[config.mk]
export PLATFORM = sky130hd
export DESIGN_NAME = route_seq_ctrl_flat
export DESIGN_NICKNAME = d
export VERILOG_FILES = /design/src/rtl/route_seq_ctrl_pkg.sv /design/src/rtl/route_seq_ctrl_if.sv /design/src/rtl/route_seq_ctrl_win_addr_gen.sv /design/src/rtl/route_seq_ctrl.sv /design/src/flat_wrapper.sv
export SDC_FILE = /design/constraint.sdc
export NUM_CORES = 1
export LEC_CHECK = 0
export CORE_MARGIN = 2
export CORE_UTILIZATION = 50
export CTS_CLUSTER_DIAMETER = 120
export DETAILED_ROUTE_END_ITERATION = 10
export GPL_TIMING_DRIVEN = 0
export PLACE_DENSITY = 0.71
export REMOVE_ABC_BUFFERS = 1
export SLEW_MARGIN = 20
export SYNTH_ARGS = -nofsm -noshare
export SYNTH_HDL_FRONTEND = slang
export SYNTH_SLANG_ARGS = --single-unit
[constraint.sdc]
create_clock -name i_clk -period 9.2 [get_ports i_clk]
set_input_delay 1.84 -clock i_clk [delete_from_list [all_inputs] [get_ports i_clk]]
set_output_delay 1.84 -clock i_clk [all_outputs]
set_load 0.02 [all_outputs]
[src/rtl/route_seq_ctrl_pkg.sv]
// Shared types for the convolution read sequencer.
// Config bundle, FSM states and address type.
package route_pkg;

  localparam int ADDR_WIDTH = 8;

  typedef logic [ADDR_WIDTH-1:0] addr_t;

  typedef enum logic [2:0] {
    IDLE,
    LOAD,
    RUN,
    DRAIN,
    DONE
  } route_state_e;

  typedef struct packed {
    addr_t i_start;
    addr_t i_size;
    addr_t o_size;
    addr_t k_size;
    addr_t stride;
    addr_t w_start;
    addr_t w_off;
  } route_cfg_t;

endpackage

[src/rtl/route_seq_ctrl_if.sv]
// Config, handshake and SRAM read bus of the sequencer.
// slave = sequencer side, master = driver side.
interface route_if #(
  parameter int ADDR_WIDTH = 8
);

  logic                  i_reg_clear;
  logic                  i_route_en;
  logic                  i_ready;
  logic [ADDR_WIDTH-1:0] i_i_start_addr;
  logic [ADDR_WIDTH-1:0] i_i_size;
  logic [ADDR_WIDTH-1:0] i_o_size;
  logic [ADDR_WIDTH-1:0] i_k_size;
  logic [ADDR_WIDTH-1:0] i_stride;
  logic [ADDR_WIDTH-1:0] i_w_start_addr;
  logic [ADDR_WIDTH-1:0] i_w_addr_offset;
  logic                  o_i_read_en;
  logic [ADDR_WIDTH-1:0] o_i_addr;
  logic                  o_w_read_en;
  logic [ADDR_WIDTH-1:0] o_w_addr;
  logic                  o_tap_valid;
  logic                  o_tap_last;
  logic                  o_busy;
  logic                  o_done;

  modport slave (
    input  i_reg_clear, i_route_en, i_ready,
    input  i_i_start_addr, i_i_size, i_o_size,
    input  i_k_size, i_stride,
    input  i_w_start_addr, i_w_addr_offset,
    output o_i_read_en, o_i_addr,
    output o_w_read_en, o_w_addr,
    output o_tap_valid, o_tap_last,
    output o_busy, o_done
  );

  modport master (
    output i_reg_clear, i_route_en, i_ready,
    output i_i_start_addr, i_i_size, i_o_size,
    output i_k_size, i_stride,
    output i_w_start_addr, i_w_addr_offset,
    input  o_i_read_en, o_i_addr,
    input  o_w_read_en, o_w_addr,
    input  o_tap_valid, o_tap_last,
    input  o_busy, o_done
  );

endinterface

[src/rtl/route_seq_ctrl_win_addr_gen.sv]
// Window walker: kx/ky/ox/oy counters and adder-only
// address pointers (output row, window, kernel row).
module win_addr_gen
  import route_pkg::*;
(
  input  logic       clk,
  input  logic       rst_n,
  input  logic       load,
  input  logic       step,
  input  route_cfg_t cfg,
  output addr_t      i_addr,
  output addr_t      w_addr,
  output logic       tap_last,
  output logic       run_last,
  output logic       step_ok
);

  addr_t kx, ky, ox, oy;
  addr_t orow, win, row;
  addr_t rstep, rcnt;
  logic  kx_end, ky_end, ox_end, oy_end, row_end;

  assign kx_end   = kx == cfg.k_size - 1'b1;
  assign ky_end   = ky == cfg.k_size - 1'b1;
  assign ox_end   = ox == cfg.o_size - 1'b1;
  assign oy_end   = oy == cfg.o_size - 1'b1;
  assign row_end  = kx_end && ky_end && ox_end;
  assign tap_last = kx_end && ky_end;
  assign run_last = row_end && oy_end;
  // rstep (stride*i_size) builds up by repeated adds;
  // only a move to the next output row must wait for it.
  assign step_ok  = rcnt == '0 || !row_end || oy_end;

  // Counter advance, kx fastest, with pointer updates.
  always_ff @(posedge clk) begin
    if (!rst_n) begin
      kx     <= '0;
      ky     <= '0;
      ox     <= '0;
      oy     <= '0;
      orow   <= '0;
      win    <= '0;
      row    <= '0;
      i_addr <= '0;
      w_addr <= '0;
      rstep  <= '0;
      rcnt   <= '0;
    end else if (load) begin
      kx     <= '0;
      ky     <= '0;
      ox     <= '0;
      oy     <= '0;
      orow   <= cfg.i_start;
      win    <= cfg.i_start;
      row    <= cfg.i_start;
      i_addr <= cfg.i_start;
      w_addr <= cfg.w_start;
      rstep  <= '0;
      rcnt   <= cfg.stride;
    end else begin
      if (rcnt != '0) begin
        rstep <= rstep + cfg.i_size;
        rcnt  <= rcnt - 1'b1;
      end
      if (step) begin
        if (!kx_end) begin
          kx     <= kx + 1'b1;
          i_addr <= i_addr + 1'b1;
          w_addr <= w_addr + cfg.w_off;
        end else if (!ky_end) begin
          kx     <= '0;
          ky     <= ky + 1'b1;
          row    <= row + cfg.i_size;
          i_addr <= row + cfg.i_size;
          w_addr <= w_addr + cfg.w_off;
        end else if (!ox_end) begin
          kx     <= '0;
          ky     <= '0;
          ox     <= ox + 1'b1;
          win    <= win + cfg.stride;
          row    <= win + cfg.stride;
          i_addr <= win + cfg.stride;
          w_addr <= cfg.w_start;
        end else if (!oy_end) begin
          kx     <= '0;
          ky     <= '0;
          ox     <= '0;
          oy     <= oy + 1'b1;
          orow   <= orow + rstep;
          win    <= orow + rstep;
          row    <= orow + rstep;
          i_addr <= orow + rstep;
          w_addr <= cfg.w_start;
        end
      end
    end
  end

endmodule

[src/rtl/route_seq_ctrl.sv]
// Convolution read-stream sequencer: FSM, config latch
// and the SRAM-latency valid/last delay line.
module route_seq_ctrl #(
  parameter int ADDR_WIDTH   = 8,
  parameter int SRAM_LATENCY = 1
) (
  input logic   i_clk,
  input logic   i_nrst,
  route_if.slave bus
);

  import route_pkg::*;

  localparam int DW =
    (SRAM_LATENCY > 1) ? $clog2(SRAM_LATENCY) : 1;

  route_state_e            state;
  route_cfg_t              cfg_q, cfg_in, cfg_use;
  logic [DW-1:0]           drain_cnt;
  logic [SRAM_LATENCY-1:0] vld_pipe, last_pipe;
  addr_t                   i_addr, w_addr;
  logic                    tap_last, run_last;
  logic                    step_ok, strobe;

  assign cfg_in = '{
    i_start: bus.i_i_start_addr,
    i_size:  bus.i_i_size,
    o_size:  bus.i_o_size,
    k_size:  bus.i_k_size,
    stride:  bus.i_stride,
    w_start: bus.i_w_start_addr,
    w_off:   bus.i_w_addr_offset
  };

  // Live ports only while loading; latched copy afterwards.
  assign cfg_use = (state == LOAD) ? cfg_in : cfg_q;

  // Abort and reset both suppress the tap of that cycle.
  assign strobe = state == RUN && bus.i_ready && step_ok
               && i_nrst && !bus.i_reg_clear;

  win_addr_gen u_gen (
    .clk      (i_clk),
    .rst_n    (i_nrst),
    .load     (state == LOAD),
    .step     (strobe),
    .cfg      (cfg_use),
    .i_addr   (i_addr),
    .w_addr   (w_addr),
    .tap_last (tap_last),
    .run_last (run_last),
    .step_ok  (step_ok)
  );

  assign bus.o_i_read_en = strobe;
  assign bus.o_w_read_en = strobe;
  assign bus.o_i_addr    = i_addr;
  assign bus.o_w_addr    = w_addr;
  assign bus.o_tap_valid = vld_pipe[SRAM_LATENCY-1];
  assign bus.o_tap_last  = last_pipe[SRAM_LATENCY-1];
  assign bus.o_busy      = state inside {LOAD, RUN, DRAIN};
  assign bus.o_done      = state == DONE;

  // Run control, config latch and tap delay line.
  always_ff @(posedge i_clk) begin
    if (!i_nrst || bus.i_reg_clear) begin
      state     <= IDLE;
      drain_cnt <= '0;
      vld_pipe  <= '0;
      last_pipe <= '0;
      if (!i_nrst) cfg_q <= '0;
    end else begin
      vld_pipe  <= SRAM_LATENCY'({vld_pipe, strobe});
      last_pipe <= SRAM_LATENCY'({last_pipe,
                                  strobe && tap_last});
      unique case (state)
        IDLE: if (bus.i_route_en) state <= LOAD;
        LOAD: begin
          cfg_q <= cfg_in;
          if (cfg_in.o_size == '0 || cfg_in.k_size == '0)
            state <= DONE;
          else
            state <= RUN;
        end
        RUN: if (strobe && run_last) begin
          state     <= DRAIN;
          drain_cnt <= DW'(SRAM_LATENCY - 1);
        end
        DRAIN: begin
          if (drain_cnt == '0) state <= DONE;
          else drain_cnt <= drain_cnt - 1'b1;
        end
        DONE:    state <= IDLE;
        default: state <= IDLE;
      endcase
    end
  end

endmodule

[src/flat_wrapper.sv]
// flat-port wrapper written by rule: the top's interface ports become plain ports
module route_seq_ctrl_flat import route_pkg::*;
#(
  parameter int ADDR_WIDTH   = 8,
  parameter int SRAM_LATENCY = 1
)
  (i_clk, i_nrst, bus_i_reg_clear, bus_i_route_en, bus_i_ready, bus_i_i_start_addr, bus_i_i_size, bus_i_o_size, bus_i_k_size, bus_i_stride, bus_i_w_start_addr, bus_i_w_addr_offset, bus_o_i_read_en, bus_o_i_addr, bus_o_w_read_en, bus_o_w_addr, bus_o_tap_valid, bus_o_tap_last, bus_o_busy, bus_o_done);
  route_if #(.ADDR_WIDTH(ADDR_WIDTH)) bus_i ();
  input logic i_clk;
  input logic i_nrst;
  input wire logic [$bits(bus_i.i_reg_clear)-1:0] bus_i_reg_clear;
  input wire logic [$bits(bus_i.i_route_en)-1:0] bus_i_route_en;
  input wire logic [$bits(bus_i.i_ready)-1:0] bus_i_ready;
  input wire logic [$bits(bus_i.i_i_start_addr)-1:0] bus_i_i_start_addr;
  input wire logic [$bits(bus_i.i_i_size)-1:0] bus_i_i_size;
  input wire logic [$bits(bus_i.i_o_size)-1:0] bus_i_o_size;
  input wire logic [$bits(bus_i.i_k_size)-1:0] bus_i_k_size;
  input wire logic [$bits(bus_i.i_stride)-1:0] bus_i_stride;
  input wire logic [$bits(bus_i.i_w_start_addr)-1:0] bus_i_w_start_addr;
  input wire logic [$bits(bus_i.i_w_addr_offset)-1:0] bus_i_w_addr_offset;
  output wire logic [$bits(bus_i.o_i_read_en)-1:0] bus_o_i_read_en;
  output wire logic [$bits(bus_i.o_i_addr)-1:0] bus_o_i_addr;
  output wire logic [$bits(bus_i.o_w_read_en)-1:0] bus_o_w_read_en;
  output wire logic [$bits(bus_i.o_w_addr)-1:0] bus_o_w_addr;
  output wire logic [$bits(bus_i.o_tap_valid)-1:0] bus_o_tap_valid;
  output wire logic [$bits(bus_i.o_tap_last)-1:0] bus_o_tap_last;
  output wire logic [$bits(bus_i.o_busy)-1:0] bus_o_busy;
  output wire logic [$bits(bus_i.o_done)-1:0] bus_o_done;
  assign bus_i.i_reg_clear = bus_i_reg_clear;
  assign bus_i.i_route_en = bus_i_route_en;
  assign bus_i.i_ready = bus_i_ready;
  assign bus_i.i_i_start_addr = bus_i_i_start_addr;
  assign bus_i.i_i_size = bus_i_i_size;
  assign bus_i.i_o_size = bus_i_o_size;
  assign bus_i.i_k_size = bus_i_k_size;
  assign bus_i.i_stride = bus_i_stride;
  assign bus_i.i_w_start_addr = bus_i_w_start_addr;
  assign bus_i.i_w_addr_offset = bus_i_w_addr_offset;
  assign bus_o_i_read_en = bus_i.o_i_read_en;
  assign bus_o_i_addr = bus_i.o_i_addr;
  assign bus_o_w_read_en = bus_i.o_w_read_en;
  assign bus_o_w_addr = bus_i.o_w_addr;
  assign bus_o_tap_valid = bus_i.o_tap_valid;
  assign bus_o_tap_last = bus_i.o_tap_last;
  assign bus_o_busy = bus_i.o_busy;
  assign bus_o_done = bus_i.o_done;
  route_seq_ctrl #(.ADDR_WIDTH(ADDR_WIDTH), .SRAM_LATENCY(SRAM_LATENCY)) u_core (.i_clk(i_clk), .i_nrst(i_nrst), .bus(bus_i));
endmodule
; ---- Word level (Yosys, flattened, before mapping)
; Cells that the tools add are included.
[op_classes]
addsub = 14
mul = 0
n_div = 0
order_cmp = 0
eq_ne = 19
shifts = 0
muxes = 43
bitwise_logic = 2
n_reduce_logical = 39
[op_table]
columns = cell, count
row1 = two-way mux 8 bit, 32
row2 = two-way mux 56 bit, 3
row3 = adder 8 x 1 -> 8 bit (second input constant), 5
row4 = adder 8 bit, 5
row5 = equality test 8 bit, 4
row6 = zero test 8 bit, 3
row7 = subtractor 8 x 1 -> 8 bit (second input constant), 3
row8 = two-way mux 3 bit, 4
row9 = != test 2 bit (second input constant), 6
row10 = one-hot mux 3 bit (4 select lines), 1
row11 = nonzero test 2 bit, 6
row12 = AND reduction 5 bit, 2
row13 = logical AND 1 bit, 9
row14 = AND reduction 3 bit, 3
row15 = != test 4 bit (second input constant), 2
row16 = AND reduction 4 bit, 2
row17 = nonzero test 8 bit, 1
row18 = equality test 3 x 2 -> 1 bit (second input constant), 2
row19 = != test 3 bit (second input constant), 2
row20 = AND reduction 2 bit, 3
row21 = != test 5 bit (second input constant), 1
row22 = logical OR 1 bit, 4
row23 = equality test 3 x 1 -> 1 bit (second input constant), 1
row24 = equality test 3 bit (second input constant), 1
row25 = 8 further kinds, 12
[totals]
ff_bits = 150
latchBits = 0
ram_bits = 0
mem_bits_ro = 0
input_bits = 61
memories = 0

; ---- Depth between registers and ports, before layout
[logic_depth]
word_depth = 15
ltp_mapped = 22
mapped_depth_nobuf = 15

; ---- Modules after synthesis
; Synthesis repeated with hierarchy kept, for this count alone.
[unflattened]
cells_unflattened = 1041
area_unflattened_um2 = 9900.7
[by_module_without_submodules]
columns = mod, instances, cells_per_inst, area_each_um2
row1 = win_addr_gen, 1, 831, 6727.7
row2 = route_seq_ctrl, 1, 210, 3173.0

; ---- Worst setup path after synthesis
; No wires, ideal clock.
[synth_path]
path_kind = flip-flop to output port
startpoint = register u_core.state[1]
endpoint = output bus_o_w_read_en
t_arrival_ns = 5.550
t_required_ns = 7.360
path_slack_ns = 1.810
path_stages_with_launch = 22
path_buffers = 10
path_cell_list = dfxtp_1 > buf_2 > nor3b_4 > clkbuf_1 > buf_2 > buf_1 > clkbuf_1 > clkbuf_1 > mux2i_1 > ha_1 > clkbuf_1 > nor3b_1 > xnor2_1 > mux2i_1 > xor2_1 > or4_4 > or2_0 > clkbuf_1 > buf_2 > nor2_1 > a41oi_1 > buf_4
[synth_via]
elab_chain_cells = 12
word_cells_on_any_way = 18
classes_between = 2 x add/sub / 6 x eq/ne / 1 x mux / 9 x reduce/logical
[synth_rtl]
columns = item, line
row1 = start: declaration, route_seq_ctrl.sv:17  ; route_state_e state;
row2 = start signal: assignment, route_seq_ctrl.sv:67  ; state <= IDLE;
row3 = start signal: assignment, route_seq_ctrl.sv:77  ; IDLE: if (bus.i_route_en) state <= LOAD;
row4 = start signal: assignment, route_seq_ctrl.sv:81  ; state <= DONE;
row5 = equality test 3 x 1 -> 1 bit, route_seq_ctrl.sv:36  ; assign cfg_use = (state == LOAD) ? cfg_in : cfg_q;
row6 = two-way mux 56 bit, route_seq_ctrl.sv:36
row7 = subtractor 8 x 1 -> 8 bit, "route_seq_ctrl_win_addr_gen.sv:23, route_seq_ctrl_win_addr_gen.sv:24"
row8 = "equality test 8 bit, on equally long branches", "route_seq_ctrl_win_addr_gen.sv:23, route_seq_ctrl_win_addr_gen.sv:24"
row9 = logical AND 1 bit (2 in a row), route_seq_ctrl_win_addr_gen.sv:27  ; assign row_end = kx_end && ky_end && ox_end;
row10 = zero test 1 bit, route_seq_ctrl_win_addr_gen.sv:32  ; assign step_ok = rcnt == '0 || !row_end || oy_end;
row11 = logical OR 1 bit (2 in a row), route_seq_ctrl_win_addr_gen.sv:32
row12 = logical AND 1 bit (*), route_seq_ctrl.sv:39  ; assign strobe = state == RUN && bus.i_ready && step_ok
row13 = logical AND 1 bit (*) (2 in a row), route_seq_ctrl.sv:40  ; && i_nrst && !bus.i_reg_clear;
row14 = end: declaration, flat_wrapper.sv:23  ; output wire logic [$bits(bus_i.o_w_read_en)-1:0] bus_o_w_read_en;
; Mark *: on every way between the ends. The rest lies on a longest branch, timed or not.

; ---- Final worst setup path
[layout_path]
startpoint = input bus_i_k_size[0]
endpoint = output bus_o_i_read_en
[layout_via]
elab_chain_cells = 11
word_cells_on_any_way = 12
classes_between = 1 x add/sub / 2 x eq/ne / 1 x mux / 8 x reduce/logical
[layout_rtl]
columns = item, line
row1 = start: declaration, flat_wrapper.sv:17  ; input wire logic [$bits(bus_i.i_k_size)-1:0] bus_i_k_size;
row2 = two-way mux 56 bit (*), route_seq_ctrl.sv:36
row3 = subtractor 8 x 1 -> 8 bit (*), "route_seq_ctrl_win_addr_gen.sv:23, route_seq_ctrl_win_addr_gen.sv:24"
row4 = "equality test 8 bit, on equally long branches", "route_seq_ctrl_win_addr_gen.sv:23, route_seq_ctrl_win_addr_gen.sv:24"
row5 = logical AND 1 bit (*) (2 in a row), route_seq_ctrl_win_addr_gen.sv:27
row6 = zero test 1 bit (*), route_seq_ctrl_win_addr_gen.sv:32
row7 = logical OR 1 bit (*) (2 in a row), route_seq_ctrl_win_addr_gen.sv:32
row8 = logical AND 1 bit (*), route_seq_ctrl.sv:39
row9 = logical AND 1 bit (*) (2 in a row), route_seq_ctrl.sv:40
row10 = end: declaration, flat_wrapper.sv:21  ; output wire logic [$bits(bus_i.o_i_read_en)-1:0] bus_o_i_read_en;
; Marked as above.

==> flow_summary.yaml <==
outcome:
  status: "complete, no violations"
clock_tree:
  insertion_delay_ps: 430
  clkTransAtPathRegs_ps: 60
  cts_setup_buffers: 0
  root_buffer: "clkbuf_16"
  cts_sinks: 141
  htree_levels: 4
  cts_tree: "built"
  cts_buffer_depth: 2
  cts_inserted_buffers: 17
  cts_hold_buf: 0
  post_cts_resize_count: 0
critical_path:
  crit_chain: "clkdlybuf4s50_1 -> mux2i_1 -> ha_1 -> nor3b_1 -> xnor2_1 -> mux2i_1 -> xor2_1 -> or4_4 -> or2_1 -> nor2_1 -> a41oi_1 -> clkdlybuf4s50_1"
  cpMaxStageDelayCell: "nor2_1"
  cp_slowest_stage_delay_ps: 610
  r2r_start: "u_core.state[0]"
  reg2reg_setup_slack_ps: 3530
  startpoint_type: "input port"
  path_max_fanout: 14
  reg2reg_to: "u_core.u_gen.oy[7]"
  r2r_cells: 12
  crit_path_end_kind: "output pin"
  arrival_ps: 6630
  crit_type: "input port to output pin"
  required_ps: 7360
final_layout:
  utilization: 0.598
  fin_area_um2: 11300
  largest_reg_flops: 48
  stdcell_count: 1477
  num_antenna_cells: 0
  largest-register: "u_core.cfg_q"
  drive_above_1_share: 0.0592
  syn2layout_area_growth_pct: 16.6
  fillers: 1705
  nNetsFinal: 1313
drt:
  routedWlPerCell_um: 17.4
  drt-total-wl_um: 25700
  vias_per_cell: 5.92
  vias: 8748
  drt_iter0_drc: 667
  drt_pass1_iterations: 6
  ant_nets: 0
  drc: 0
grt:
  grt_max_degree: 52
  grt_pass1_vias: 8331
  grt_remaining_overflow: 0
  grt.total_usage: 0.256
  antenna_found_initial: 0
  grt_pass1_wl_um: 41900
place:
  place_inst: 1445
  io_buffers: 82
  placed_area_um2: 10700
  globalplace.congestion: 0.865
  hpwl_um: 18300
logic_synthesis:
  ys_seq_elements: 141
  synth_cell_types: 85
  ys_warn_count: 0
  synth_top_flop_cell: "dfxtp_1"
  synth-edff-count: 48
  synth.avg_cell_area_um2: 8.31
  synthCells: 1163
  synth-async-reset-ratio: 0
  seq_area_frac_synth: 0.342
  syn_area_um2: 9660
worst_hold_path:
  hold_path_end: "u_core.u_gen.rstep[0]"
  holdCritStartpoint: "u_core.u_gen.rstep[0]"
  hold_class: "register to register"
  holdPathStages: 2
timing:
  post-route-min-period_ps: 8470
  finalHoldViolations: 0
  finalCritPeriodShare: 0.921
  tightestPinTransition_ps: 949
  fin_worst_skew_ps: 6.59
  finalMaxSlewViolations: 0
  rsz0062_at_grt: "no"
  fmax_mhz: 118
  tns_ps: 0
  setup_violations: 0
  max_slew_margin: 0.364
power_and_ir_drop:
  p_leak_nw: 4.32
  vdd_drop_max_v: 0.000146
  p_per_area_nw_per_um2: 171
floorplan:
  io-pin-count: 83
  dieArea_um2: 20400
  fp.dieW_um: 143
  core-area_um2: 18800
  die_y_um: 143
  start_util: 0.513
  row_count: 50
flow_run:
  cap_violations: 0
-- cells in the mapped netlist, types with 3 or more instances --
| master | number | area [µm²] |
|---|---|---|
| buf_6 | 3 | 33.8 |
| o21bai_1 | 5 | 37.5 |
| nor4_1 | 7 | 43.8 |
| xnor2_1 | 56 | 490 |
| or3_1 | 30 | 188 |
| xor2_1 | 23 | 201 |
| o21ai_1 | 5 | 25.0 |
| o211ai_1 | 9 | 67.6 |
| or2_2 | 5 | 31.3 |
| or4_1 | 13 | 97.6 |
| a21boi_0 | 5 | 37.5 |
| o21ai_0 | 55 | 275 |
| buf_1 | 5 | 18.8 |
| and3_1 | 8 | 50.1 |
| o41ai_1 | 3 | 26.3 |
| dfxtp_1 | 93 | 1860 |
| o21a_1 | 8 | 60.1 |
| fa_1 | 5 | 100 |
| a211oi_1 | 12 | 90.1 |
| nand3_1 | 52 | 260 |
| a31oi_1 | 15 | 93.8 |
| edfxtp_1 | 48 | 1440 |
| nand4_1 | 14 | 87.6 |
| and2_1 | 9 | 56.3 |
| o31ai_1 | 16 | 120 |
| nor2_1 | 68 | 255 |
| o2111ai_1 | 6 | 52.6 |
| a32oi_1 | 3 | 26.3 |
| nor3_1 | 35 | 175 |
| nand2_1 | 163 | 612 |
| ha_1 | 43 | 538 |
| nor3b_1 | 3 | 22.5 |
| mux2i_1 | 35 | 350 |
| buf_4 | 4 | 30.0 |
| nor2b_1 | 20 | 125 |
| clkbuf_1 | 52 | 195 |
| buf_2 | 10 | 50.1 |
| inv_1 | 30 | 113 |
| xnor3_1 | 3 | 67.6 |
| nand2b_1 | 12 | 75.1 |
| a21o_1 | 12 | 90.1 |
| o221ai_1 | 4 | 35.0 |
| a2111oi_0 | 3 | 26.3 |
| a21oi_1 | 101 | 505 |
| mux2_2 | 5 | 56.3 |
-- per-stage QoR --
stage	hold slack [ps]	worst slack (ps)	power (mW)
final	482	726	1.93
after global routing	500	373	2.02
after CTS	480	529	1.93
after detailed placement	472	534	1.25
after global placement	464	-1090	1.23
after floorplan	453	1670	1.09
-- critical path: cells and delay by family --
| family | cells | cell delay, ps |
|---|---|---|
| fa+ha+maj | 1 | 470 |
| simple gates | 4 | 1930 |
| compound gates | 1 | 300 |
| buf+inv | 2 | 1100 |
| mux | 2 | 620 |
| xor+xnor | 2 | 360 |
-- final cells by class --
class | instances | area, µm² | area share
Inverter | 31 | 116 | 0.0103
Multi-Input combinational cell | 917 | 5960 | 0.529
Sequential cell | 141 | 3300 | 0.293
Tap cell | 260 | 325 | 0.0289
Timing Repair Buffer | 96 | 991 | 0.0880
Clock inverter | 12 | 121 | 0.0108
Clock buffer | 20 | 447 | 0.0396
-- metal layers --
metal / GRT usage / vias up / share of wire
li1: - / 4300 / -
met1: 0.348 / 4163 / 0.47
met2: 0.422 / 251 / 0.47
met3: 0.0433 / 34 / 0.054
met4: 0.0703 / 0 / 0.015
met5: 0 / - / 0
-- report_power, final --
group          internal [mW]  switching (mW)
registers              0.697          0.0458
clock network          0.403           0.275
logic                  0.217           0.289
-- cell families after synthesis --
family	Yosys count	synth area share
simple gates	458	0.235
compound gates	289	0.191
flops	141	0.342
buf+inv	105	0.0460
xor+xnor	82	0.0786
fa+ha+maj	48	0.0661
mux	40	0.0421
-- placed cells by master (no fill, tap or decap), types with 6 or more instances in the layout --
cell type	n
nand2_1	161
a31oi_1	15
o21a_1	8
a21o_1	12
nand2b_1	11
a21oi_1	101
mux2i_1	35
clkdlybuf4s50_1	81
o21ai_0	55
nor2_1	66
or4_1	13
o31ai_1	16
and2_1	9
clkbuf_16	17
or3_1	30
buf_6	6
o2111ai_1	6
dfxtp_1	93
inv_1	30
xnor2_1	56
xor2_1	23
nor3_1	34
and3_1	8
nand4_1	14
nand3_1	52
nor2b_1	20
o211ai_1	9
ha_1	43
nor4_1	7
a211oi_1	12
edfxtp_1	48
-- how the worst max path moves through the flow --
stage	start	to	slack, ps	cells past startpoint
final	bus_i_k_size[0]	bus_o_i_read_en	730	12
after global routing	bus_i_k_size[0]	bus_o_i_read_en	370	12
after CTS	bus_i_k_size[0]	bus_o_i_read_en	530	12
after detailed placement	bus_i_k_size[0]	bus_o_i_read_en	530	12
after global placement	u_core.state[1]	bus_o_i_read_en	-1090	12
after floorplan	u_core.state[1]	bus_o_i_read_en	1670	11
No activity file was read; power rests on OpenSTA's default activity.
